$ cat config.mk
export PLATFORM = sky130hd
export DESIGN_NAME = mem_access_unit_flat
export DESIGN_NICKNAME = d
export VERILOG_FILES = /design/src/rtl/mem_access_unit_if.sv /design/src/rtl/mem_access_unit.sv /design/src/flat_wrapper.sv
export SDC_FILE = /design/constraint.sdc
export NUM_CORES = 1
export LEC_CHECK = 0
export ABC_AREA = 1
export BUFFER_PORTS_ARGS = -buffer_cell sky130_fd_sc_hd__buf_2
export CAP_MARGIN = 20
export CORE_UTILIZATION = 40
export DETAILED_ROUTE_END_ITERATION = 7
export PLACE_DENSITY = 0.68
export SYNTH_ARGS = -nofsm -noshare
export SYNTH_HDL_FRONTEND = slang
export SYNTH_SLANG_ARGS = --single-unit
$ cat constraint.sdc
create_clock -name clk -period 1.75 [get_ports clk]
set_clock_uncertainty 0.1 [all_clocks]
set_input_delay 0.175 -clock clk [delete_from_list [all_inputs] [get_ports clk]]
set_output_delay 0.175 -clock clk [all_outputs]
set_load 0.01 [all_outputs]
$ cat src/rtl/mem_access_unit_if.sv
// Data-bus handshake between the MEM-stage access unit (master) and data memory (slave).
// req/we/addr/wdata/wstrb are held by the master until a one-cycle ack returns rdata.
interface mem_access_unit_if #(
  parameter int ADDR_W = 32,
  parameter int DATA_W = 32
) ();
  logic              bus_req;
  logic              bus_we;
  logic [ADDR_W-1:0] bus_addr;
  logic [DATA_W-1:0] bus_wdata;
  logic [3:0]        bus_wstrb;
  logic              bus_ack;
  logic [DATA_W-1:0] bus_rdata;

  modport master (
    output bus_req, bus_we, bus_addr, bus_wdata, bus_wstrb,
    input  bus_ack, bus_rdata
  );

  modport slave (
    input  bus_req, bus_we, bus_addr, bus_wdata, bus_wstrb,
    output bus_ack, bus_rdata
  );
endinterface

$ cat src/rtl/mem_access_unit.sv
// MEM-stage load/store unit: runs one req/ack bus transaction per access and
// stalls the pipeline until it completes; extends load data by RV32I width code.
//
// state | meaning
// IDLE  | waiting for a legal load/store in MEM; launches the bus request
// BUSY  | request outstanding on the bus, pipeline stalled until bus_ack
// DONE  | access finished, rdata_MEM valid, pipeline advances this cycle
module mem_access_unit #(
  parameter int ADDR_W = 32,
  parameter int DATA_W = 32
) (
  input  logic              clk,
  input  logic              rstn,
  input  logic              req_valid_MEM,
  input  logic              req_we_MEM,
  input  logic [2:0]        req_funct3_MEM,
  input  logic [ADDR_W-1:0] req_addr_MEM,
  input  logic [DATA_W-1:0] req_wdata_MEM,
  output logic              mem_stall,
  output logic              misalign_MEM,
  output logic [DATA_W-1:0] rdata_MEM,
  mem_access_unit_if.master bus
);

  typedef enum logic [1:0] {IDLE, BUSY, DONE} state_t;

  state_t            state;
  logic              bus_req_q;
  logic              bus_we_q;
  logic [ADDR_W-1:0] bus_addr_q;
  logic [DATA_W-1:0] bus_wdata_q;
  logic [3:0]        bus_wstrb_q;
  logic [DATA_W-1:0] rdata_q;
  logic [2:0]        f3_q;
  logic [1:0]        off_q;

  logic              bad_align;
  logic              illegal;
  logic              flagged;
  logic              launch;
  logic [3:0]        st_strb;
  logic [DATA_W-1:0] st_data;
  logic [DATA_W-1:0] shifted;
  logic [DATA_W-1:0] ld_ext;

  always_comb begin
    bad_align = 1'b0;
    illegal   = 1'b0;
    case (req_funct3_MEM)
      3'b001, 3'b101:         bad_align = req_addr_MEM[0];
      3'b010:                 bad_align = |req_addr_MEM[1:0];
      3'b011, 3'b110, 3'b111: illegal   = 1'b1;
      default:                ;
    endcase
  end

  assign flagged      = req_valid_MEM & (bad_align | illegal);
  assign launch       = (state == IDLE) & req_valid_MEM & ~flagged;
  // Both flags are gated by rstn so they read 0 while reset is held.
  assign misalign_MEM = rstn & (state == IDLE) & flagged;
  assign mem_stall    = rstn & (launch | (state == BUSY));

  always_comb begin
    st_strb = 4'b0000;
    st_data = '0;
    if (req_we_MEM) begin
      case (req_funct3_MEM[1:0])
        2'b00: begin
          st_strb = 4'b0001 << req_addr_MEM[1:0];
          st_data = {4{req_wdata_MEM[7:0]}};
        end
        2'b01: begin
          st_strb = 4'b0011 << req_addr_MEM[1:0];
          st_data = {2{req_wdata_MEM[15:0]}};
        end
        default: begin
          st_strb = 4'b1111;
          st_data = req_wdata_MEM;
        end
      endcase
    end
  end

  // Word accesses are always aligned, so off_q = 0 leaves the word unshifted.
  always_comb begin
    shifted = bus.bus_rdata >> {off_q, 3'b000};
    case (f3_q)
      3'b000:  ld_ext = {{24{shifted[7]}}, shifted[7:0]};
      3'b100:  ld_ext = {24'b0, shifted[7:0]};
      3'b001:  ld_ext = {{16{shifted[15]}}, shifted[15:0]};
      3'b101:  ld_ext = {16'b0, shifted[15:0]};
      default: ld_ext = shifted;
    endcase
  end

  always_ff @(posedge clk or negedge rstn) begin
    if (!rstn) begin
      state       <= IDLE;
      bus_req_q   <= 1'b0;
      bus_we_q    <= 1'b0;
      bus_addr_q  <= '0;
      bus_wdata_q <= '0;
      bus_wstrb_q <= 4'b0000;
      rdata_q     <= '0;
      f3_q        <= 3'b000;
      off_q       <= 2'b00;
    end else begin
      case (state)
        IDLE: begin
          if (launch) begin
            bus_req_q   <= 1'b1;
            bus_we_q    <= req_we_MEM;
            bus_addr_q  <= {req_addr_MEM[ADDR_W-1:2], 2'b00};
            bus_wdata_q <= st_data;
            bus_wstrb_q <= st_strb;
            f3_q        <= req_funct3_MEM;
            off_q       <= req_addr_MEM[1:0];
            state       <= BUSY;
          end
        end
        BUSY: begin
          if (bus.bus_ack) begin
            bus_req_q <= 1'b0;
            bus_we_q  <= 1'b0;
            if (!bus_we_q) rdata_q <= ld_ext;
            state     <= DONE;
          end
        end
        DONE: begin
          state <= IDLE;
        end
        default: begin
          state     <= IDLE;
          bus_req_q <= 1'b0;
          bus_we_q  <= 1'b0;
        end
      endcase
    end
  end

  assign bus.bus_req   = bus_req_q;
  assign bus.bus_we    = bus_we_q;
  assign bus.bus_addr  = bus_addr_q;
  assign bus.bus_wdata = bus_wdata_q;
  assign bus.bus_wstrb = bus_wstrb_q;
  assign rdata_MEM     = rdata_q;

endmodule
$ cat src/flat_wrapper.sv
// flat-port wrapper written by rule: the top's interface ports become plain ports
module mem_access_unit_flat 
#(
  parameter int ADDR_W = 32,
  parameter int DATA_W = 32
)
  (clk, rstn, req_valid_MEM, req_we_MEM, req_funct3_MEM, req_addr_MEM, req_wdata_MEM, mem_stall, misalign_MEM, rdata_MEM, bus_bus_req, bus_bus_we, bus_bus_addr, bus_bus_wdata, bus_bus_wstrb, bus_bus_ack, bus_bus_rdata);
  mem_access_unit_if #(.ADDR_W(ADDR_W), .DATA_W(DATA_W)) bus_i ();
  input  logic clk;
  input  logic rstn;
  input  logic req_valid_MEM;
  input  logic req_we_MEM;
  input  logic [2:0] req_funct3_MEM;
  input  logic [ADDR_W-1:0] req_addr_MEM;
  input  logic [DATA_W-1:0] req_wdata_MEM;
  output logic mem_stall;
  output logic misalign_MEM;
  output logic [DATA_W-1:0] rdata_MEM;
  output wire logic [$bits(bus_i.bus_req)-1:0] bus_bus_req;
  output wire logic [$bits(bus_i.bus_we)-1:0] bus_bus_we;
  output wire logic [$bits(bus_i.bus_addr)-1:0] bus_bus_addr;
  output wire logic [$bits(bus_i.bus_wdata)-1:0] bus_bus_wdata;
  output wire logic [$bits(bus_i.bus_wstrb)-1:0] bus_bus_wstrb;
  input wire logic [$bits(bus_i.bus_ack)-1:0] bus_bus_ack;
  input wire logic [$bits(bus_i.bus_rdata)-1:0] bus_bus_rdata;
  assign bus_bus_req = bus_i.bus_req;
  assign bus_bus_we = bus_i.bus_we;
  assign bus_bus_addr = bus_i.bus_addr;
  assign bus_bus_wdata = bus_i.bus_wdata;
  assign bus_bus_wstrb = bus_i.bus_wstrb;
  assign bus_i.bus_ack = bus_bus_ack;
  assign bus_i.bus_rdata = bus_bus_rdata;
  mem_access_unit #(.ADDR_W(ADDR_W), .DATA_W(DATA_W)) u_core (.clk(clk), .rstn(rstn), .req_valid_MEM(req_valid_MEM), .req_we_MEM(req_we_MEM), .req_funct3_MEM(req_funct3_MEM), .req_addr_MEM(req_addr_MEM), .req_wdata_MEM(req_wdata_MEM), .mem_stall(mem_stall), .misalign_MEM(misalign_MEM), .rdata_MEM(rdata_MEM), .bus(bus_i));
endmodule
# Word level (Yosys, flattened, before mapping)
# Cells that the tools add are included.
dict set report op_classes {
  eq_ne 14
  n_shift 3
  muxes 15
  n_bitwise 11
  reduce_logical 10
}
# operator count
set op_table {}
lappend op_table {{case mux 32 bit (4 select lines)} 1}
lappend op_table {{case mux 32 bit (2 select lines)} 1}
lappend op_table {{two-way mux 32 bit} 1}
lappend op_table {{>> shifter 32 x 5 -> 32 bit} 1}
lappend op_table {{== test 3 bit, second input constant} 5}
lappend op_table {{case mux 4 bit (2 select lines)} 1}
lappend op_table {{bitwise AND 1 bit} 6}
lappend op_table {{== test 3 x 1 -> 1 bit, second input constant} 2}
lappend op_table {{== test 3 x 2 -> 1 bit, second input constant} 2}
lappend op_table {{case mux 1 bit (3 select lines)} 2}
lappend op_table {{AND reduction 3 bit} 2}
lappend op_table {{== test 2 x 1 -> 1 bit, second input constant} 2}
lappend op_table {{logical NOT 2 bit} 2}
lappend op_table {{two-way mux 1 bit} 4}
lappend op_table {{two-way mux 2 bit} 2}
lappend op_table {{two-way mux 4 bit} 1}
lappend op_table {{case mux 2 bit (2 select lines)} 1}
lappend op_table {{AND reduction 2 bit} 2}
lappend op_table {{OR reduction 2 bit} 2}
lappend op_table {{left shift 1 x 2 -> 4 bit, first input constant} 1}
lappend op_table {{left shift 2 x 2 -> 4 bit, first input constant} 1}
lappend op_table {{logical NOT 3 bit} 1}
lappend op_table {{NOT 1 bit} 3}
lappend op_table {{OR reduction 3 bit} 1}
lappend op_table {{other kinds (5)} 6}
dict set report totals {
  reg_bits 107
  out_inout_bits 104
}

# Depth between registers and ports, before layout
# Gate-level depths: netlist of the first run.
dict set report depth {
  depth_word 9
  depth_mapped 10
  mapped_depth_nobuf 8
}

# Least setup slack after synthesis of the first run
# OpenSTA, ideal clock, no wires.
dict set report synth_timing {
  kind {flip-flop to output port}
  start {register u_core.state[1]}
  end {output mem_stall}
  arrival_time_ps 1288
  path_slack_ps 187
  path_stages_with_launch 8
  n_path_buf 2
  cell_sequence {dfrtp_1 > inv_1 > nand2_1 > nor2_1 > nand2_4 > buf_6 > buf_4 > a21oi_1}
}
dict set report synth_via {
  elab_chain_cells 5
  word_cells_on_any_way 6
}
# item line
set synth_rtl {}
lappend synth_rtl {{from (decl)} mem_access_unit.sv:27} ;# state_t state;
lappend synth_rtl {{from (signal assigned)} mem_access_unit.sv:98} ;# state <= IDLE;
lappend synth_rtl {{from (signal assigned)} mem_access_unit.sv:118} ;# state <= BUSY;
lappend synth_rtl {{from (signal assigned)} mem_access_unit.sv:126} ;# state <= DONE;
lappend synth_rtl {{logical NOT 2 bit} mem_access_unit.sv:58} ;# assign launch = (state == IDLE) & req_valid_MEM & ~flagged;
lappend synth_rtl {{bitwise AND 1 bit (2 in a row)} mem_access_unit.sv:58}
lappend synth_rtl {{OR 1 bit *} mem_access_unit.sv:61} ;# assign mem_stall = rstn & (launch | (state == BUSY));
lappend synth_rtl {{bitwise AND 1 bit *} mem_access_unit.sv:61}
lappend synth_rtl {{to (decl)} flat_wrapper.sv:16} ;# output logic mem_stall;
# Every way passes the cells marked *; elsewhere a longest branch is shown, timed or not.

# Final worst setup path of the first run
dict set report layout_timing {
  start {register u_core.state[0]}
  end {output mem_stall}
}
# Same word-level chain as after synthesis.

==> results.cfg, run 1 <==
[job]
max-cap-violations = 0

[cells_and_area]
diodes = 0
fin_nets = 1046
fillers = 1271
final_area_um2 = 7170
final_util_pct = 56.3
drive_gt1_share_pct = 28.5
syn_to_final_growth_pct = 35.9

[yosys]
synth_top_area_share_pct = 50.8
yosysTopAreaCell = dfrtp_1
synth-seq-cells = 107
synth_common_cells = 286 x nand2_1, 107 x dfrtp_1, 76 x nor2_1
async_flop_share_pct = 100
synth.area.top_cells = dfrtp_1 51%, nand2_1 20%, nor2_1 5.4%, o21ai_0 4.4%, nand3_1 4.2%
synth.most_common_cell = nand2_1
netlist_area_um2 = 5280
yosys_warnings = 0
syn_avg_cell_area_um2 = 7.44
netlist_instances = 709
ys_seq_area_share_pct = 50.8
yosysUniqueCellTypes = 27
synth_flop_cell = dfrtp_1
synth_edf_count = 0

[worst_setup_path]
rr_endpoint = u_core.rdata_MEM[18]$_DFFE_PN0P_
worstSetupPathType = reg2out
worstSetupStartpoint = u_core.state[0]$_DFFE_PN0P_
cp-endpoint = mem_stall
worstPathArrival_ns = 1.39
startpoint_type = register
ff2ff_setup_slack_ns = 0.18
end_kind = primary output
r2r-start = u_core.off_q[0]$_DFFE_PN0P_
required_ns = 1.47
reg2reg_depth = 7
path_max_fanout = 5

[grt]
antenna_found_initial = 0
grt_max_degree = 108
grt_overflow = 0
grt_usage_pct = 24.1
grt_pass1_vias = 5032
grt_first_pass_wirelength_um = 24800

[detailed_routing]
vias_per_cell = 4.80
drtAntennaViolNets = 0
firstDrtPassIters = 5
drtIter0Drc = 430
vias = 5373
drc_errors = 0
drt-total-wl_um = 16000
post_drt_wl_per_cell_um = 14.3

[min_path]
hp-class = in2reg

[sta]
slew_viol_final = 0
grt_setup_unrepaired = false
period_share_pct = 95.4
relSlewSlack_pct = 58.5
min_period_ns = 1.67
finalHoldViolCount = 0
fmax_mhz = 599
setup_violations = 0
setup_tns_ns = 0
worst_pin_slew_ns = 0.622

[die]
die_h_um = 117
die_area_um2 = 13700
rows = 41
start_util_pct = 41.5
fp.dieW_um = 117
core_area_um2 = 12700
num_io_pins = 208

[cts]
cts_tree = built
cts-htree-levels = 3
cts_root_buf = clkbuf_16
clkTransAtPathRegs_ns = 0.09
clkLatencyLatePin_ns = 0.36
cts_sinks = 107
numCtsBuffers = 9
clock_path_buffers = 2

[placement]
port_buffers = 205
place_congestion = 0.921
dpl_cell_area_um2 = 6480
dp_hpwl_um = 11000

[power_and_ir_drop]
peakVddDrop_mv = 0.635
leakage_nw = 4.03
power_density_nw_per_um2 = 1390

[run_status]
status = complete, no violations
[worst min path at each step]
stage / from / end / slack [ns] / depth (start not counted)
2_1_floorplan: rstn / u_core.bus.bus_addr[10]$_DFFE_PN0P_ / -0.22 / 0
3_3_place_gp: rstn / u_core.rdata_MEM[1]$_DFFE_PN0P_ / 0.26 / 2
3_5_place_dp: rstn / u_core.rdata_MEM[1]$_DFFE_PN0P_ / 0.25 / 2
4_1_cts: req_wdata_MEM[1] / u_core.bus.bus_wdata[1]$_DFFE_PN0P_ / 0.002 / 3
5_1_grt: req_wdata_MEM[23] / u_core.bus.bus_wdata[23]$_DFFE_PN0P_ / 0.04 / 3
6_report: req_wdata_MEM[1] / u_core.bus.bus_wdata[1]$_DFFE_PN0P_ / 0.006 / 3
[worst max-delay path, cell delays in order (launching register included)]
cell and delay [ns]:
dfrtp_1 0.39, inv_1 0.08, nand2_2 0.08, nor2_4 0.12, nand2_4 0.09, a21oi_2 0.13, buf_2 0.15
[area by class of cell]
class                      instances  area [um2]  share of cell area (%)
tap                              172         215                    3.00
multi-input combinational        514        2210                    30.8
timing repair buffer             258        1560                    21.8
clock inverter                     7        82.6                    1.15
sequential                       107        2680                    37.4
clock buffer                       9         225                    3.14
inverter                          52         198                    2.76
[power by group]
group          switching (mW)  leakage, nW  internal, mW
combinational            2.36         2.56          1.63
clock                    1.06        0.147          1.02
sequential              0.497         1.33          3.36
total                    3.92         4.03          6.02
[through the flow]
| step | hold WS (ns) | power (mW) | worst slack [ns] | cells |
|---|---|---|---|---|
| 3_3_place_gp | 0.258 | 7.73 | 0.197 | 1067 |
| 5_1_grt | 0.0379 | 10.7 | 0.000675 | 1119 |
| 6_report | 0.00631 | 9.94 | 0.0804 | 1119 |
| 3_5_place_dp | 0.249 | 7.79 | 0.153 | 1067 |
| 2_1_floorplan | -0.221 | 6.17 | 0.187 | 710 |
| 4_1_cts | 0.00248 | 9.98 | 0.00208 | 1119 |
[cell families (layout without fill, tap and decap cells)]
| logic type | Yosys count | after routing | share of synthesized area [%] |
|---|---|---|---|
| other | 1 | 2 | 0.0711 |
| and+or+nand+nor | 431 | 431 | 33.1 |
| buffers and inverters | 89 | 326 | 7.78 |
| AOI/OAI and AO/OA | 81 | 81 | 8.30 |
| DFF | 107 | 107 | 50.8 |
[cell usage in the layout (no fill, tap or decap), types with 2 or more instances in the layout]
| master | instances |
|---|---|
| a21oi_1 | 17 |
| buf_12 | 4 |
| buf_2 | 204 |
| buf_4 | 17 |
| clkbuf_16 | 9 |
| clkinv_8 | 2 |
| conb_1 | 2 |
| dfrtp_1 | 107 |
| dlygate4sd3_1 | 33 |
| inv_1 | 46 |
| inv_2 | 4 |
| inv_8 | 3 |
| nand2_1 | 285 |
| nand2_2 | 4 |
| nand3_1 | 44 |
| nand3_2 | 2 |
| nor2_1 | 75 |
| nor2_4 | 2 |
| nor3_1 | 2 |
| o211ai_1 | 7 |
| o21ai_0 | 46 |
| o22ai_1 | 8 |
| or2_1 | 3 |
| or2_2 | 13 |
[metal layers]
layer / track usage [%] / up-vias / wire length (um)
met5: 0 / - / 0
met1: 30.5 / 2434 / 6790
met2: 40.3 / 249 / 7560
met4: 8.69 / 0 / 289
li1: - / 2670 / -
met3: 5.87 / 20 / 1370
[state kept, by name (all words and copies together), names as in the netlist]
| signal | cells |
|---|---|
| u_core.bus.bus_addr | 30 |
| u_core.bus.bus_req | 1 |
| u_core.bus.bus_wdata | 32 |
| u_core.bus.bus_we | 1 |
| u_core.bus.bus_wstrb | 4 |
| u_core.f3_q | 3 |
| u_core.off_q | 2 |
| u_core.rdata_MEM | 32 |
| u_core.state | 2 |
[what timing repair did]
item,in CTS,in global routing
endpoints found under the setup margin,1,12
hold endpoints to repair,140,0
pin swaps,2,1
buffers inserted,3,0
resized for setup,2,6
hold buffers,33,0
Note: power is estimated with default switching activity, not from simulation.
==> inputs of run 2 (changes only) <==
Settings changed: CAP_MARGIN 20 to 0.
Clock period 1.75 ns to 2.15 ns, I/O delays scaled along.
==> results.cfg, run 2 (synthesis gave the netlist of run 1 again) <==
[detailed_routing]
drt-total-wl_um = 15600
drtIter0Drc = 367
vias = 5266
vias_per_cell = 4.74
post_drt_wl_per_cell_um = 14.1
drtAntennaViolNets = 0
firstDrtPassIters = 5
drc_errors = 0

[cts]
cts_root_buf = clkbuf_16
numCtsBuffers = 9
clkTransAtPathRegs_ns = 0.08
clkLatencyLatePin_ns = 0.34
cts_sinks = 107
clock_path_buffers = 2
cts-htree-levels = 3
cts.repair.resized = 0
cts_tree = built

[die]
rows = 41
start_util_pct = 41.5
die_area_um2 = 13700
num_io_pins = 208
fp.dieW_um = 117
core_area_um2 = 12700
die_h_um = 117

[worst_setup_path]
crit_chain = inv_1 > nand2_1 > nor2_1 > nand2_4 > a21oi_1 > buf_2
reg2reg_depth = 8
ff2ff_setup_slack_ns = 0.38
path_max_fanout = 4
worstSetupPathType = reg2out
cpMaxStageDelayCell = dfrtp_1
cp_slowest_stage_delay_ns = 0.41
rr_endpoint = u_core.rdata_MEM[11]$_DFFE_PN0P_
end_kind = primary output
r2r-start = u_core.off_q[0]$_DFFE_PN0P_
critical_path_buf_inv_count = 2
worstPathArrival_ns = 1.48
cp_top_family = flip-flops
required_ns = 1.84
startpoint_type = register

[sta]
setup_violations = 0
finalHoldViolCount = 0
fmax_mhz = 558
relSlewSlack_pct = 60.3
worst_pin_slew_ns = 0.595
min_period_ns = 1.79
slew_viol_final = 0
setup_tns_ns = 0
grt_setup_unrepaired = false
period_share_pct = 83.4

[cells_and_area]
final_area_um2 = 7050
fin_nets = 1037
fillers = 1261
drive_gt1_share_pct = 27.6
mostFrequentLayoutCells = 286 x nand2_1, 204 x buf_2, 107 x dfrtp_1, 76 x nor2_1, 47 x inv_1
syn_to_final_growth_pct = 33.7
final_common_cell = nand2_1
regArea_um2 = 2680
multiInputGateArea_um2 = 2190

[placement]
port_buffers = 205
dp_hpwl_um = 10900
dpl_cell_area_um2 = 6430
place_congestion = 0.954

[power_and_ir_drop]
leakage_nw = 3.98
peakVddDrop_mv = 0.484
power_density_nw_per_um2 = 1140

[min_path]
hold_end = u_core.bus.bus_addr[3]$_DFFE_PN0P_
hold_start = req_addr_MEM[3]
hold_depth = 3
hp-class = in2reg

[grt]
grt_pass1_vias = 4971
grt_max_degree = 108
antenna_found_initial = 1
grt_usage_pct = 23.5
grt_first_pass_wirelength_um = 24500
grt_overflow = 0

[job]
max-cap-violations = 0

[run_status]
status = complete, no violations
==> run 2: cell count changes in the layout (fill, tap and decap cells not counted), sizes merged <==
cell         delta
clkbuf          +1
diode           +1
inv             -1
clkinv          -1
dlygate4sd3     -2
buf             -7
bufinv          +1
==> run 2: worst max-delay path by stage <==
stage                                            from                                to  cells past startpoint
final                     u_core.state[0]$_DFFE_PN0P_                         mem_stall                      6
after global placement    u_core.off_q[0]$_DFFE_PN0P_   u_core.rdata_MEM[8]$_DFFE_PN0P_                      8
after global routing      u_core.off_q[0]$_DFFE_PN0P_  u_core.rdata_MEM[14]$_DFFE_PN0P_                      8
after floorplan           u_core.state[1]$_DFFE_PN0P_                         mem_stall                      7
after CTS                 u_core.state[0]$_DFFE_PN0P_                         mem_stall                      6
after detailed placement  u_core.off_q[0]$_DFFE_PN0P_  u_core.rdata_MEM[14]$_DFFE_PN0P_                      8
==> run 2: worst register-to-register path, cell delays in order (launching register included) <==
cell and delay (ns):
dfrtp_1 0.36, buf_4 0.28, nand2_1 0.10, nand3_1 0.11, nand2_1 0.08, nand2_2 0.26, inv_1 0.20, nor2_1 0.14
nor2_1 0.05
==> run 2: layer usage <==
| metal | global-route usage (%) | part of all wire (%) | vias up |
|---|---|---|---|
| li1 | - | - | 2655 |
| met4 | 7.26 | 1.2 | 0 |
| met2 | 38.3 | 46 | 235 |
| met3 | 6.02 | 8.2 | 13 |
| met5 | 0 | 0 | - |
| met1 | 30.7 | 45 | 2363 |
==> run 2: timing repair <==
| item | 4_1_cts | 5_1_grt |
|---|---|---|
| buffers inserted | 0 | 0 |
| hold endpoints to repair | 137 | 0 |
| hold buffers | 31 | 0 |
==> run 2: area by class of cell <==
class | instances | share of cell area, %
flip-flops and latches | 107 | 38.0
clock buffers | 10 | 3.39
well taps | 172 | 3.05
clock inverters | 6 | 1.01
inverters | 52 | 2.77
repair buffers | 249 | 20.7
multi-input cells | 514 | 31.1
diodes | 1 | 0.0355
==> run 2: through the flow <==
| stage | util, % | worst slack (ns) | std cells | hold WS, ns | power (mW) |
|---|---|---|---|---|---|
| global placement | 50.5 | 0.483 | 1063 | 0.254 | 6.22 |
| finish | 55.4 | 0.358 | 1111 | 0.0318 | 8.01 |
| CTS | 55.4 | 0.317 | 1110 | 0.0144 | 8.05 |
| detailed placement | 50.5 | 0.414 | 1063 | 0.253 | 6.26 |
| floorplan | - | 0.547 | 710 | -0.181 | 5.02 |
| global route | 55.4 | 0.209 | 1110 | 0.0386 | 8.64 |
==> run 2: power breakdown <==
group	internal, mW	switching (mW)
clock	0.949	0.779
combinational	1.26	1.90
sequential	2.74	0.385
total	4.94	3.06
==> inputs of run 3 (changes only) <==
Settings changed: PLACE_DENSITY 0.68 to 0.7.
Clock period 2.15 ns to 1.61 ns, I/O delays scaled along.
==> results.cfg, run 3 (synthesis gave the netlist of run 1 again) <==
[detailed_routing]
drc_errors = 0
drtIter0Drc = 422
vias = 5421
drt-total-wl_um = 16200
drtAntennaViolNets = 0
post_drt_wl_per_cell_um = 14.3
vias_per_cell = 4.79
firstDrtPassIters = 5

[job]
max-cap-violations = 0

[min_path]
hold_depth = 3
hp-class = in2reg
hold_end = u_core.bus.bus_wdata[21]$_DFFE_PN0P_
hold_start = req_wdata_MEM[21]

[grt]
grt_usage_pct = 24.1
grt_max_degree = 108
antenna_found_initial = 1
grt_pass1_vias = 4983
grt_overflow = 0
grt_first_pass_wirelength_um = 24600

[sta]
worst_slack_ns = -0.0291
finalHoldViolCount = 0
grt_setup_unrepaired = true
fmax_mhz = 610
period_share_pct = 102
min_period_ns = 1.64
setup_tns_ns = -0.0378
slew_viol_final = 0
setup_violations = 2
worst_pin_slew_ns = 0.581
relSlewSlack_pct = 61.3

[cts]
numCtsBuffers = 9
clkLatencyLatePin_ns = 0.35
clock_path_buffers = 2
cts-htree-levels = 3
clkTransAtPathRegs_ns = 0.07
cts_tree = built
cts_root_buf = clkbuf_16
cts_sinks = 107

[cells_and_area]
mostFrequentLayoutCells = 284 x nand2_1, 204 x buf_2, 107 x dfrtp_1, 74 x nor2_1, 46 x o21ai_0
syn_to_final_growth_pct = 39.6
regArea_um2 = 2680
fin_nets = 1057
final_util_pct = 57.9
multiInputGateArea_um2 = 2230
final_common_cell = nand2_1
fillers = 1223
drive_gt1_share_pct = 29.5

[run_status]
status = complete, but fails checks
violations = setup timing

[die]
num_io_pins = 208
core_area_um2 = 12700
die_area_um2 = 13700
die_h_um = 117
fp.dieW_um = 117
rows = 41
start_util_pct = 41.5

[worst_setup_path]
worstSetupPathType = in2out
startpoint_type = input port
ff2ff_setup_slack_ns = 0.04
r2r-start = u_core.state[0]$_DFFE_PN0P_
end_kind = primary output
reg2reg_depth = 9
rr_endpoint = u_core.rdata_MEM[27]$_DFFE_PN0P_
path_max_fanout = 2
worstPathArrival_ns = 1.38
required_ns = 1.35

[placement]
dp_hpwl_um = 11200
place_congestion = 0.942
port_buffers = 205
place_ws_ns = 0.0464

[power_and_ir_drop]
peakVddDrop_mv = 0.777
power_density_nw_per_um2 = 1510
fin_total_pwr_mw = 11.1
leakage_nw = 4.10
-- run 3: critical path, stage by stage --
cell	delay, ns
dlygate4sd3_1	0.55
buf_4	0.14
inv_1	0.06
nor3_1	0.26
buf_2	0.19
-- run 3: worst max-delay path by stage --
stage,depth (start not counted),slack (ns),from,to
6_report,5,-0.03,rstn,misalign_MEM
5_1_grt,6,-0.07,u_core.state[1]$_DFFE_PN0P_,mem_stall
4_1_cts,6,0.002,u_core.state[0]$_DFFE_PN0P_,mem_stall
3_5_place_dp,8,0.05,u_core.off_q[1]$_DFFE_PN0P_,u_core.rdata_MEM[24]$_DFFE_PN0P_
3_3_place_gp,7,0.09,u_core.off_q[0]$_DFFE_PN0P_,u_core.rdata_MEM[16]$_DFFE_PN0P_
2_1_floorplan,7,0.06,u_core.state[1]$_DFFE_PN0P_,mem_stall
-- run 3: cell type report --
cell class                      count  share of cell area, %
Tap cell                          172                   2.92
Inverter                           52                   2.74
Antenna cell                        1                 0.0340
Timing Repair Buffer              269                   23.2
Sequential cell                   107                   36.4
Clock buffer                        9                   3.06
Multi-Input combinational cell    514                   30.4
Clock inverter                      7                   1.36
-- run 3: through the flow --
| step | hold WS (ns) | instances | instance area [um2] |
|---|---|---|---|
| 5_1_grt | 0.0190 | 1130 | 7360 |
| 6_report | 0.00952 | 1131 | 7360 |
| 3_3_place_gp | 0.229 | 1070 | 6560 |
| 3_5_place_dp | 0.228 | 1070 | 6560 |
| 2_1_floorplan | -0.235 | 710 | 5280 |
| 4_1_cts | 0.000438 | 1126 | 7290 |
-- run 3: what timing repair did --
action / CTS / global route
setup buffers: 3 / 4
hold buffers: 37 / 0
endpoints found under the setup margin: 1 / 59
gates cloned: 0 / 0
endpoints found under the hold margin: 144 / 0
pin swaps: 2 / 4
resized for setup: 4 / 12
-- run 3: per-layer routing --
metal / wire, um / vias up / track usage [%]
li1: - / 2692 / -
met5: 0 / - / 0
met2: 7980 / 221 / 41.8
met4: 261 / 0 / 9.28
met3: 1310 / 19 / 6.59
met1: 6610 / 2489 / 28.4
-- run 3: power breakdown --
| group | switching, mW | internal, mW | total (mW) |
|---|---|---|---|
| combinational | 2.60 | 1.90 | 4.50 |
| sequential | 0.550 | 3.66 | 4.21 |
| clock | 1.05 | 1.37 | 2.42 |
